$ cat config.mk
export PLATFORM = sky130hd
export DESIGN_NAME = mem_2p_arb
export DESIGN_NICKNAME = d
export VERILOG_FILES = /design/src/rtl/mem_2p_arb.sv
export SDC_FILE = /design/constraint.sdc
export NUM_CORES = 1
export LEC_CHECK = 0
export BUFFER_PORTS_ARGS = -buffer_cell sky130_fd_sc_hd__buf_2
export CAP_MARGIN = 10
export CORE_ASPECT_RATIO = 0.8
export CORE_MARGIN = 4
export CORE_UTILIZATION = 56
export DETAILED_ROUTE_END_ITERATION = 10
export PLACE_DENSITY = 0.82
export SLEW_MARGIN = 20
export SYNTH_ARGS = -nofsm -noshare
export SYNTH_HDL_FRONTEND = slang
export SYNTH_SLANG_ARGS = --single-unit
$ cat constraint.sdc
create_clock -name Clock -period 5.4 [get_ports Clock]
set_clock_uncertainty 0.2 [all_clocks]
set_input_delay 0.81 -clock Clock [delete_from_list [all_inputs] [get_ports Clock]]
set_output_delay 0.81 -clock Clock [all_outputs]
set_load 0.05 [all_outputs]
$ cat src/rtl/mem_2p_arb.sv
// rtl/mem_2p_arb.sv - two-port word store, shared write port with port-0 priority, deferred port-1 write, clear sweep
// Optional MEM_2P_RDREG_EN: registered read outputs (1-cycle latency).
module mem_2p_arb #(
    parameter int WIDTH = 16,
    parameter int DEPTH = 16,
    parameter int AW    = $clog2(DEPTH)
) (
    input  logic             Clock,
    input  logic             nReset,
    input  logic             we0,
    input  logic             we1,
    input  logic [AW-1:0]    addr0,
    input  logic [AW-1:0]    addr1,
    input  logic [WIDTH-1:0] data_in0,
    input  logic [WIDTH-1:0] data_in1,
    output logic             wack0,
    output logic             wack1,
    output logic [WIDTH-1:0] data_out0,
    output logic [WIDTH-1:0] data_out1,
    input  logic             clr,
    output logic             busy,
    output logic             collide
);
    localparam logic [0:0]    S_IDLE  = 1'b0;
    localparam logic [0:0]    S_CLEAR = 1'b1;
    localparam logic [AW:0]   DEPTH_W = (AW+1)'(DEPTH);
    localparam logic [AW-1:0] LAST    = AW'(DEPTH - 1);

    logic [WIDTH-1:0] mem [DEPTH];
    logic [0:0]       state;
    logic [AW-1:0]    ptr;
    logic             pend_v;
    logic [AW-1:0]    pend_addr;
    logic [WIDTH-1:0] pend_data;
    logic             collide_q;

    logic             legal0, legal1, accept;
    logic             wr_en, set_pend, set_coll;
    logic [AW-1:0]    wr_addr;
    logic [WIDTH-1:0] wr_data;
    logic [WIDTH-1:0] rd0, rd1;

    // Out-of-range addresses are accepted but never touch or alias a real word.
    assign legal0 = ({1'b0, addr0} < DEPTH_W);
    assign legal1 = ({1'b0, addr1} < DEPTH_W);
    assign accept = (state == S_IDLE) && !pend_v;
    assign wack0  = accept;
    assign wack1  = accept;
    assign busy   = (state == S_CLEAR);
    assign collide = collide_q;

    always_comb begin
        wr_en    = 1'b0;
        wr_addr  = ptr;
        wr_data  = '0;
        set_pend = 1'b0;
        set_coll = 1'b0;
        if (state == S_CLEAR) begin
            wr_en = 1'b1;
        end else if (pend_v) begin
            wr_en   = 1'b1;
            wr_addr = pend_addr;
            wr_data = pend_data;
        end else if (we0) begin
            wr_en   = legal0;
            wr_addr = addr0;
            wr_data = data_in0;
            if (we1 && legal1) begin
                if (legal0 && (addr0 == addr1)) set_coll = 1'b1;
                else                             set_pend = 1'b1;
            end
        end else if (we1) begin
            wr_en   = legal1;
            wr_addr = addr1;
            wr_data = data_in1;
        end
    end

    always_ff @(posedge Clock or negedge nReset) begin
        if (!nReset) begin
            for (int i = 0; i < DEPTH; i++) mem[i] <= '0;
            state     <= S_IDLE;
            ptr       <= '0;
            pend_v    <= 1'b0;
            pend_addr <= '0;
            pend_data <= '0;
            collide_q <= 1'b0;
        end else begin
            if (wr_en) mem[wr_addr] <= wr_data;
            collide_q <= set_coll;
            if (set_pend) begin
                pend_v    <= 1'b1;
                pend_addr <= addr1;
                pend_data <= data_in1;
            end else if (pend_v && (state == S_IDLE)) begin
                pend_v <= 1'b0;
            end
            case (state)
                S_IDLE: begin
                    if (clr && !pend_v) begin
                        state <= S_CLEAR;
                        ptr   <= '0;
                    end
                end
                default: begin
                    if (ptr == LAST) begin
                        state <= S_IDLE;
                        ptr   <= '0;
                    end else begin
                        ptr <= ptr + 1'b1;
                    end
                end
            endcase
        end
    end

    // A deferred port-1 write is visible to readers before it reaches the array.
    always_comb begin
        rd0 = '0;
        rd1 = '0;
        if (legal0) rd0 = (pend_v && (addr0 == pend_addr)) ? pend_data : mem[addr0];
        if (legal1) rd1 = (pend_v && (addr1 == pend_addr)) ? pend_data : mem[addr1];
    end

`ifdef MEM_2P_RDREG_EN
    always_ff @(posedge Clock or negedge nReset) begin
        if (!nReset) begin
            data_out0 <= '0;
            data_out1 <= '0;
        end else begin
            data_out0 <= rd0;
            data_out1 <= rd1;
        end
    end
`else
    assign data_out0 = rd0;
    assign data_out1 = rd1;
`endif

endmodule
==> impl_metrics.toml <==
[outcome]
run_status = "complete, no violations"

[detailed_routing]
drt_wl_total_um = 42800
postRouteAntennaNets = 0
first_pass_iters = 7
drc = 0
vias_per_cell = 6.96
wl_per_cell_um = 27.9
vias = 10700
drt_iter0_drc = 1165

[clock_tree]
root_buffer = "clkbuf_16"
clk_path_buf_depth = 3
cts_tree = "yes"
htree_levels = 1
clock_latency_ns = 0.56
cts.hold.buffers_added = 0
cts.clk_slew.worst_paths_ns = 0.06
cts_resized = 0
numCtsBuffers = 30
clock-sinks = 283
postCtsSetupBuffers = 0

[placed_design]
io_buffer_count = 80
place_inst = 1477
place_area_um2 = 16500
place.gp.congestion = 0.849
dp_slack_ns = 0.987
place_hpwl_um = 26100

[worst_setup_path]
crit_family = "buffers and inverters"
path_class = "input port to output port"
crit_chain = "buf_4 > buf_4 > mux4_2 > nor2b_1 > a2111oi_0 > a211oi_1 > buf_2"
worstSetupStartpointType = "input port"
cp.arrival_ns = 3.45
cp_num_buf_inv = 3
crit_slowest_cell = "mux4_2"
ff2ff_path_depth = 5
critPathMaxFanout = 30
worst_ep_required_time_ns = 4.39
cp_common_cell = "buf_4"
cp-end-kind = "output port"
cp_num_cells = 7
cpPeakStageDelay_ns = 0.54

[global_routing]
grt_pass1_wl_um = 67000
grt_remaining_overflow = 0
grt_pass1_vias = 11100
antenna_found_initial = 0
gr-usage-all-layers = 0.274
grt_max_degree = 126

[synth]
synth_cell_types = 56
async_flop_share = 1.00
ys.flop_type = "dfrtp_1"
synth_seq_cells = 283
yosys_warnings = 0
synth_edf_count = 0
ys_seq_area_frac = 0.444
syn_nets = 1154
synth_area_um2 = 15900
synthesis.instances = 1108
synth_area_per_cell_um2 = 14.4

[layout]
nets = 1191
final_cell_area_um2 = 17500
drive_gt1_frac = 0.473
fin_cells = 1532
syn_to_final_growth_pct = 9.71
antenna_cells = 0

[die]
rows = 54
start_util = 0.577
ios = 81
dieArea_um2 = 31300
die_w_um = 197
fp.dieH_um = 159
core_um2 = 27600

[sta]
drv_slew = 0
worstMarginPinSlew_ns = 1.04
hold_viol_final = 0
fin_ws_ns = 0.943
fin_tns_setup_ns = 0
setup_viol = 0
rsz0062_at_grt = "no"
fin_crit_sh = 0.825
slew_headroom = 0.305
finalCriticalPeriod_ns = 4.46
fmax_ghz = 0.224

[pwr]
peakVddDrop_v = 0.000325
power_density_nw_per_um2 = 517
leakage_nw = 8.04

[hold_path]
hp-class = "input port to async pin"

[flow_run]
drv_cap = 0
## kinds of logic (layout without fill, tap and decap cells)
| family | Yosys count | in the layout | synth area share |
|---|---|---|---|
| buffers and inverters | 104 | 164 | 0.0354 |
| flip-flops | 283 | 283 | 0.444 |
| adder cells (fa/ha/maj) | 1 | 1 | 0.000785 |
| AO/OA/AOI/OAI | 106 | 106 | 0.0545 |
| XOR/XNOR | 13 | 13 | 0.00714 |
| AND/OR/NAND/NOR | 165 | 165 | 0.0577 |
| multiplexers | 436 | 436 | 0.400 |
## state kept, by name (all words and copies together), names as in the netlist
register / cells
pend_addr: 4
collide: 1
pend_data: 16
mem: 256
pend_v: 1
busy: 1
ptr: 4
## metrics by stage
| step | util | power, mW | hold WS [ns] |
|---|---|---|---|
| 2_1_floorplan | - | 5.98 | 0.270 |
| 3_3_place_gp | 0.596 | 6.72 | 0.283 |
| 3_5_place_dp | 0.596 | 6.88 | 0.296 |
| 4_1_cts | 0.633 | 9.01 | 0.189 |
| 5_1_grt | 0.633 | 9.42 | 0.232 |
| 6_report | 0.633 | 9.04 | 0.148 |
## power by group
group / internal (mW) / total [mW] / switching (mW)
Clock: 1.26 / 2.12 / 0.863
Combinational: 1.62 / 3.47 / 1.84
Sequential: 2.84 / 3.45 / 0.608
## layer usage
| metal | vias to the layer above | part of all wire | global-route usage |
|---|---|---|---|
| li1 | 4341 | - | - |
| met1 | 5634 | 0.39 | 0.387 |
| met2 | 561 | 0.49 | 0.441 |
| met3 | 121 | 0.082 | 0.0430 |
| met4 | 0 | 0.038 | 0.0936 |
| met5 | - | 0 | 0 |
## final cells by class
type                    count  area, um^2
clock buffers              41         863
clock inverters            14         155
fillers                  1944       10100
inverters                   2        7.51
multi-input cells         721        8300
flip-flops and latches    283        7080
well taps                 364         455
repair buffers            107         631
## cells in the final DEF (no fill, tap or decap), types with 3 or more instances in the layout
master     netlist  final
nand2_1         48     48
nor2b_1         35     35
xnor2_1          6      6
nor2_4           8      8
nor2_2           3      3
a22o_1           3      3
and3_1           3      3
buf_2           18     77
mux4_2         130    130
xor2_1           7      7
mux2_1          39     39
a211oi_1        31     31
nand2_2          4      4
clkbuf_8         0      5
dfrtp_1        283    283
clkbuf_1        50      5
a21oi_1          5      5
nor2_1          33     33
mux2_4          13     13
nand3_1          6      6
bufinv_16        0      3
clkinv_2         0      8
o21ai_0          5      5
nand3_2          4      4
mux2_2         224    224
clkbuf_16        0     31
a2111oi_0       30     30
a22oi_1         17     17
mux2i_1         30     30
nand3b_1         5      5
buf_4           15     28
## synth_stat cells (7+ instances only)
cell type	instances	area, um^2
nor2_4	8	90.1
nand2_1	48	180
xor2_1	7	61.3
mux2i_1	30	300
nor2b_1	35	219
nor2_1	33	124
buf_4	15	113
mux2_4	13	195
dfrtp_1	283	7080
mux2_2	224	2520
clkbuf_1	50	188
mux4_2	130	2930
buf_2	18	90.1
a211oi_1	31	233
buf_6	11	124
mux2_1	39	439
a2111oi_0	30	263
a22oi_1	17	128
## worst paths after layout
path,startpoint,slack [ns],end
max,addr0[0],0.94,data_out0[7]
max in group asynchronous,nReset,3.69,ptr[3]$_DFFE_PN0P_
min in group Clock,data_in1[2],0.31,pend_data[2]$_DFFE_PN0P_
min reg2reg,mem[53]$_DFFE_PN0P_,0.31,mem[53]$_DFFE_PN0P_
max reg2reg,pend_v$_DFFE_PN0P_,2.12,pend_data[12]$_DFFE_PN0P_
min,nReset,0.15,mem[213]$_DFFE_PN0P_
Power figures use the tool's default switching activity.
